===== src/rtl/mem_arbiter.sv =====
// rtl/mem_arbiter.sv - two-requester arbiter sharing one 16-bit memory port between instr and data buses
//
// Purpose: grants the single q_m_* master bus to either the prefetch (instr_m_*)
// or load/store (data_m_*) requester, one outstanding transaction at a time.
// The grant is held until q_m_ack or until the granted requester abandons.
//
// Ports:
//   clk, reset          - clock, asynchronous active-high reset
//   instr_m_*           - instruction requester: addr, access in; ack, data_in out
//   data_m_*, d_io      - data requester: addr, data_out, access, wr_en, bytesel, io in;
//                         ack, data_in out
//   q_m_*               - shared master bus: addr, data_out, access, wr_en, bytesel, io out;
//                         data_in, ack in
//   q_m_grant_data      - current grant belongs to the data requester
module mem_arbiter #(
  parameter int data_priority = 1
) (
  input  logic        clk,
  input  logic        reset,
  input  logic [19:1] instr_m_addr,
  input  logic        instr_m_access,
  output logic        instr_m_ack,
  output logic [15:0] instr_m_data_in,
  input  logic [19:1] data_m_addr,
  input  logic [15:0] data_m_data_out,
  input  logic        data_m_access,
  input  logic        data_m_wr_en,
  input  logic [1:0]  data_m_bytesel,
  input  logic        d_io,
  output logic        data_m_ack,
  output logic [15:0] data_m_data_in,
  output logic [19:1] q_m_addr,
  output logic [15:0] q_m_data_out,
  input  logic [15:0] q_m_data_in,
  output logic        q_m_access,
  input  logic        q_m_ack,
  output logic        q_m_wr_en,
  output logic [1:0]  q_m_bytesel,
  output logic        q_m_io,
  output logic        q_m_grant_data
);

  typedef enum logic [1:0] {
    IDLE        = 2'd0,
    SERVE_INSTR = 2'd1,
    SERVE_DATA  = 2'd2
  } state_t;

  state_t state;
  state_t state_next;
  logic   last_grant;  // 0 = instr, 1 = data

  always_ff @(posedge clk or posedge reset) begin
    if (reset) begin
      state      <= IDLE;
      last_grant <= 1'b0;
    end else begin
      state <= state_next;
      if (state == IDLE && state_next == SERVE_DATA)
        last_grant <= 1'b1;
      else if (state == IDLE && state_next == SERVE_INSTR)
        last_grant <= 1'b0;
    end
  end

  always_comb begin
    state_next      = state;
    q_m_addr        = '0;
    q_m_data_out    = '0;
    q_m_access      = 1'b0;
    q_m_wr_en       = 1'b0;
    q_m_bytesel     = 2'b00;
    q_m_io          = 1'b0;
    q_m_grant_data  = 1'b0;
    instr_m_ack     = 1'b0;
    data_m_ack      = 1'b0;

    case (state)
      IDLE: begin
        // Ties: fixed data priority, or alternate away from the last winner.
        if (instr_m_access && data_m_access) begin
          if (data_priority != 0 || !last_grant)
            state_next = SERVE_DATA;
          else
            state_next = SERVE_INSTR;
        end else if (data_m_access) begin
          state_next = SERVE_DATA;
        end else if (instr_m_access) begin
          state_next = SERVE_INSTR;
        end
      end

      SERVE_INSTR: begin
        q_m_addr    = instr_m_addr;
        q_m_access  = instr_m_access;
        q_m_bytesel = 2'b11;
        instr_m_ack = q_m_ack;
        if (q_m_ack || !instr_m_access)
          state_next = IDLE;
      end

      SERVE_DATA: begin
        q_m_addr       = data_m_addr;
        q_m_data_out   = data_m_data_out;
        q_m_access     = data_m_access;
        q_m_wr_en      = data_m_wr_en;
        q_m_bytesel    = data_m_bytesel;
        q_m_io         = d_io;
        q_m_grant_data = 1'b1;
        data_m_ack     = q_m_ack;
        if (q_m_ack || !data_m_access)
          state_next = IDLE;
      end

      default: state_next = IDLE;
    endcase
  end

  // Read data is only meaningful while the matching ack is high.
  assign instr_m_data_in = q_m_data_in;
  assign data_m_data_in  = q_m_data_in;

endmodule


===== config.mk =====
export PLATFORM = sky130hd
export DESIGN_NAME = mem_arbiter
export DESIGN_NICKNAME = d
export VERILOG_FILES = /design/src/rtl/mem_arbiter.sv
export SDC_FILE = /design/constraint.sdc
export NUM_CORES = 1
export LEC_CHECK = 0
export ABC_AREA = 1
export BUFFER_PORTS_ARGS = -buffer_cell sky130_fd_sc_hd__buf_2
export CORE_AREA = 2 2 60 62
export CTS_CLUSTER_DIAMETER = 100
export DETAILED_ROUTE_END_ITERATION = 8
export DIE_AREA = 0 0 62 64
export GPL_TIMING_DRIVEN = 1
export PLACE_DENSITY = 0.81
export SLEW_MARGIN = 25
export SYNTH_ARGS = -nofsm -noshare
export SYNTH_HDL_FRONTEND = slang
export SYNTH_SLANG_ARGS = --single-unit

===== constraint.sdc =====
create_clock -name clk -period 2.66 [get_ports clk]
set_input_delay 0.266 -clock clk [delete_from_list [all_inputs] [get_ports clk]]
set_output_delay 0.266 -clock clk [all_outputs]
set_load 0.005 [all_outputs]

# ---- Yosys cells after proc, flatten, opt, wreduce, memory -nomap -nowiden
# Index checks and enable logic that the tools add are counted.
dict set report totals {
  out_inout_bits 75
  regBits 2
  mem_bits_rw 0
  wordCells 28
  latchBits 0
  n_memories 0
  romBits 0
  input_bits 79
}
dict set report classes {
  reduce_logical 7
  n_shift 0
  magnitude_cmp 0
  mul 0
  n_addsub 0
  bitwise 0
  n_mux 15
  n_eq_ne 5
  div 0
}
# cell count
set op_table {}
lappend op_table {{one-hot mux 19 bit (2 select lines)} 1}
lappend op_table {{2-to-1 mux 16 bit} 1}
lappend op_table {{2-to-1 mux 2 bit} 5}
lappend op_table {{one-hot mux 2 bit (3 select lines)} 1}
lappend op_table {{2-to-1 mux 1 bit} 5}
lappend op_table {{!= test 2 bit (second input constant)} 2}
lappend op_table {{!= test 4 x 3 -> 1 bit (second input constant)} 1}
lappend op_table {{one-hot mux 2 bit (2 select lines)} 1}
lappend op_table {{AND reduction 3 bit} 1}
lappend op_table {{equality test 2 x 1 -> 1 bit (second input constant)} 1}
lappend op_table {{equality test 2 bit (second input constant)} 1}
lappend op_table {{logical NOT 1 bit} 2}
lappend op_table {{logical NOT 2 bit} 1}
lappend op_table {{logical OR 1 bit} 2}
lappend op_table {{one-hot mux 1 bit (2 select lines)} 1}
lappend op_table {{logical AND 1 bit} 1}

# ---- Depth between registers and ports, before layout
dict set report logic_depth {
  ltp_word 4
  ltp_mapped 8
  depth_no_buf 8
}

# ---- Worst setup path after synthesis
# Ideal clock, no wire load.
dict set report synth_path {
  path_type {register to output}
  startpoint {reg state[0]}
  endpoint {out q_m_access}
  required_time_ps 2394
  setup_slack_ps 1276
  arrival_time_ps 1118
  n_path_buf 1
  stages_incl_launch_ff 6
  cell_sequence {dfrtp_1 > inv_1 > ha_1 > inv_1 > buf_2 > a21oi_1}
}
dict set report synth_between {
  elab_chain_cells 2
  word_cells_on_any_way 3
  cone_classes {eq/ne (2); mux (1)}
}
# element line
set synth_lines {}
lappend synth_lines {{start: declaration} 49} ;# state_t state;
lappend synth_lines {{start signal: assignment} 58} ;# state <= state_next;
lappend synth_lines {{equality test 2 bit or equality test 2 x 1 -> 1 bit (tied branches)} 78} ;# case (state)
lappend synth_lines {{one-hot mux 1 bit (2 select lines) (*)} 78}
lappend synth_lines {{end: declaration} 35} ;# output logic q_m_access,
# Every way passes the cells marked *; elsewhere a longest branch is shown, timed or not.

# ---- Final worst setup path
dict set report layout_path {
  startpoint {reg state[1]}
  endpoint {out q_m_addr[11] in the netlist's numbering}
}
dict set report layout_between {
  elab_chain_cells 2
  word_cells_on_any_way 3
  cone_classes {eq/ne (2); mux (1)}
}
# element line
set layout_lines {}
lappend layout_lines {{equality test 2 bit or equality test 2 x 1 -> 1 bit (tied branches)} 78}
lappend layout_lines {{one-hot mux 19 bit (2 select lines) (*)} 78}
lappend layout_lines {{end: declaration} 32} ;# output logic [19:1] q_m_addr,
# Marked as above.

==> results.md <==
Floorplanning:
- The effective utilization at floorplan is 31.0%.
- The cell row count is 21.
- The floorplan die area is a little under 4000 sq um.
- The die is approximately 64 um tall.
- The horizontal extent of the die is between 60 and 70 um.
- The total area inside the core boundary comes to 3280 sq um.
- between 150 and 200 I/O pins were placed.

Global route:
- The final global-route overflow total is 0.
- The largest net degree at the start of global routing is 20.
- The wire length of the first global-routing pass is between 4 and 5 mm.
- The number of global-route vias before repair is between 1000 and 1500.
- The total routing usage reported by global routing is a little over an eighth.
- The number of antenna violations at the first check in global routing came to 0.

Setup path:
- The signal on the critical path passes through inv_1 -> ha_1 -> inv_1 -> buf_4 -> a21oi_2 -> buf_2.
- STA classifies the critical path startpoint as a flop.
- For the worst flop-to-flop path, the logic depth is 8.
- Data on the critical path is required at its endpoint by 2390 ps.
- The maximum fanout along the worst path is 15.
- For the worst setup path, the data arrival time is approximately 1700 ps.
- The delay of the slowest critical-path stage is 380 ps.
- The most numerous cell on the critical path is sky130_fd_sc_hd__inv_1.
- The worst setup path is of the reg -> out kind.
- The highest-delay cell along the critical path is sky130_fd_sc_hd__dfrtp_1.
- The element type at the critical path end is an output port.

Yosys:
- In this run, synthesis produced a sequential element count of 2.
- After synthesis, flip-flops and latches occupy under 10% of the total area.
- The synthesized design contains 0 enable-type register cells.
- The count of unique library cells instantiated by Yosys is 12.
- For this run, the leading register cell type out of synthesis is sky130_fd_sc_hd__dfrtp_1.
- The share of synthesized area in the top cell type comes to approximately a quarter.
- The summed instance area of the synthesized netlist is just over 1000 sq um.
- Synthesis produced a netlist with a net count of approximately 250.
- Each instance of the synthesized netlist takes up on average about 6 sq um.
- The cell type with the largest total area after synthesis is sky130_fd_sc_hd__buf_4.
- Counting flops with an async set or reset pin after synthesis yields a share of 100%.
- The number of synthesis warnings is 0.
- Sorting the synthesized cells by area gives the leading types as sky130_fd_sc_hd__buf_4, sky130_fd_sc_hd__nand2_1, sky130_fd_sc_hd__a21oi_2.
- The cell with the most instances after synthesis is sky130_fd_sc_hd__nand2_1.
- The instance count of the mapped netlist is 169.
- Ranked by instance count, the synthesized netlist is headed by sky130_fd_sc_hd__nand2_1, sky130_fd_sc_hd__buf_4, sky130_fd_sc_hd__inv_1.

Pwr:
- The switching component of the power is approximately 0.00049 W.
- The internal power summed over all cells is between 0.0003 and 0.0004 W.
- The fraction of power consumed by the clock network is about 7.4%.
- The power density over the cells is 653 nW/um^2.
- The analysis attributes to cell leakage a power of a little over 0.9 nW.
- In this run switching power makes up around 55% of total power.
- Per report_power, the combinational group accounts for a little under 90% of the total.
- The maximum VDD drop is roughly 0.35 mV.
- The proportion of power drawn by flip-flops and latches is under 10%.

Timing:
- The timing-limited maximum frequency is between 500 and 600 MHz.
- The remaining max-slew budget at the tightest pin is 57.8%.
- The setup total negative slack is 0 ps.
- The portion of the clock cycle consumed by the worst path in the final layout is 74.2%.
- The clock period could shrink to between 1500 and 2000 ps.
- On the final layout, the worst hold slack is around 330 ps.
- Across the routed clock network, the largest skew measured is about 1.3 ps.
- The final-report max-slew violation count came to 0.
- Setup repair after global routing left no endpoint under its margin.
- The measured slew at the worst slew-check pin is between 600 and 700 ps.
- Setup violations remaining at the end of the flow were counted as 0.
- In the post-route analysis, the smallest setup slack over all paths is between 600 and 700 ps.
- The final number of hold-violating endpoints is 0.

Clock tree:
- For the worst-skew pair, the clock arrives at the later sink with an insertion delay of 220 ps.
- The tree built by TritonCTS fans out to 2 sinks.
- The clock buffer count from CTS is 3.
- The clock tree buffer depth is 2.
- The post-CTS resize count is 0.
- The tree is rooted in a sky130_fd_sc_hd__clkbuf_4.
- The clock tree from TritonCTS is yes.
- CTS built an H-tree with a depth of 1.
- Clock-pin slew was measured on the worst setup and hold paths at ~30 ps.

Final layout:
- The share of layout cells above drive strength 1 is 63.2%.
- Compared with the post-synthesis result, the final layout area differs by 33.9%.
- The number of flip-flops in the largest register is 2.
- In the final layout, the registers with the most flip-flops are state (2).
- Fill cells in the final layout number 365.
- The antenna cell count is 0.
- The combined area of the multi-input logic cells is between 500 and 600 sq um.
- The number of nets at the end of the flow is 327.
- The area of all sequential standard cells is between 50 and 60 sq um.
- The top register by number of flip-flops is state.

Placement:
- The placed wire-length estimate after detailed placement is around 2.4 mm.
- Input and output buffers added on the ports amount to roughly 110.
- Routability-driven placement finished with a final weighted congestion of roughly 0.83.
- The pre-CTS setup slack is roughly 880 ps.

Run status:
- The run finished with clean final reports.

Route:
- The number of iterations in the first detailed-routing pass is 4.
- The first routing iteration left 29 violations.
- In the final routed layout, each cell accounts on average for between 9 and 10 um.
- Across all layers, the routed design uses 1158 vias.
- Wires add up to between 2 and 3 mm.
- The number of nets with antenna violations after routing is 0.
- The residual DRC count is 0.
- The per-cell via count in the routed design is between 4 and 5.

Worst hold path:
- The classification of the worst-slack hold path is in -> reg.
- The worst hold path cell count is 3.

Run:
- The number of maximum-capacitance constraint violations is 0.
## cell usage in the layout, fill, tap and decap left out
cell                            netlist  layout
sky130_fd_sc_hd__a21oi_1              3       3
sky130_fd_sc_hd__inv_1               28      28
sky130_fd_sc_hd__dfrtp_1              2       2
sky130_fd_sc_hd__nand2_1             48      48
sky130_fd_sc_hd__nand3_1              2       2
sky130_fd_sc_hd__buf_2                3     105
sky130_fd_sc_hd__dlygate4sd3_1        0       1
sky130_fd_sc_hd__nand2_2             22      22
sky130_fd_sc_hd__a21oi_2             19      19
sky130_fd_sc_hd__buf_4               35       4
sky130_fd_sc_hd__nor2_1               1       1
sky130_fd_sc_hd__ha_1                 4       4
sky130_fd_sc_hd__clkbuf_4             0       3
## critical path: cells and delay by family, from the launching register on
kind / cells / cell delay, ps
flops: 1 / 380
buf+inv: 4 / 790
fa+ha+maj: 1 / 260
compound gates: 1 / 50
## path summary, 6_finish.rpt
kind / slack, ps / from / to
max: 690 / state[1]$_DFFE_PP0P_ / q_m_addr[11]
min reg2reg: 490 / state[0]$_DFFE_PP0P_ / state[0]$_DFFE_PP0P_
min: 330 / data_m_access / state[1]$_DFFE_PP0P_
max in group asynchronous: 2110 / reset / state[0]$_DFFE_PP0P_
min in group asynchronous: 440 / reset / state[1]$_DFFE_PP0P_
max reg2reg: 1120 / state[0]$_DFFE_PP0P_ / state[0]$_DFFE_PP0P_
## metal layers
layer | GRT usage, % | wire, um | up-vias
met5 | 0 | 0 | -
met4 | 6.38 | 36 | 0
met3 | 2.83 | 226 | 12
met2 | 24.2 | 1470 | 58
met1 | 14.0 | 1060 | 476
li1 | - | - | 612
## metrics by stage
step	area [sq um]	instances	total power, W	utilization (%)
after CTS	1360	288	0.000914	41.5
after floorplan	1020	169	0.000611	-
after global routing	1360	288	0.00102	41.5
after detailed placement	1330	284	0.000839	40.5
after global placement	1330	284	0.000825	40.5
final	1360	288	0.000891	41.5
## kinds of logic (layout without fill, tap and decap cells)
kind of cell | count (synthesis) | count (layout) | share of synthesized area (%)
compound gates | 22 | 22 | 17.8
fa+ha+maj | 4 | 4 | 4.91
buf+inv | 68 | 141 | 39.8
flops | 2 | 2 | 4.91
simple gates | 73 | 73 | 32.6
## power by group through the flow
| stage | Combinational, W | Clock (W) | Sequential [W] |
|---|---|---|---|
| floorplan | 0.000561 | 0 | 0.0000504 |
| global placement | 0.000774 | 0 | 0.0000516 |
| detailed placement | 0.000786 | 0 | 0.0000530 |
| CTS | 0.000790 | 0.0000706 | 0.0000527 |
| global route | 0.000889 | 0.0000738 | 0.0000538 |
| finish | 0.000773 | 0.0000659 | 0.0000521 |
## layout make-up
type                            instances  area share (%)
Sequential cell                         2            3.67
Inverter                               28            7.71
Clock buffer                            3            1.65
Multi-Input combinational cell         99            41.3
Timing Repair Buffer                  110            41.5
Tap cell                               46            4.22
## what timing repair did
item                                   4_1_cts  5_1_grt
endpoints found under the hold margin        2        0
hold buffers                                 1        0
setup endpoints to repair                    0        0
buffers inserted                             0        0
(Power assumes the default switching activity.)
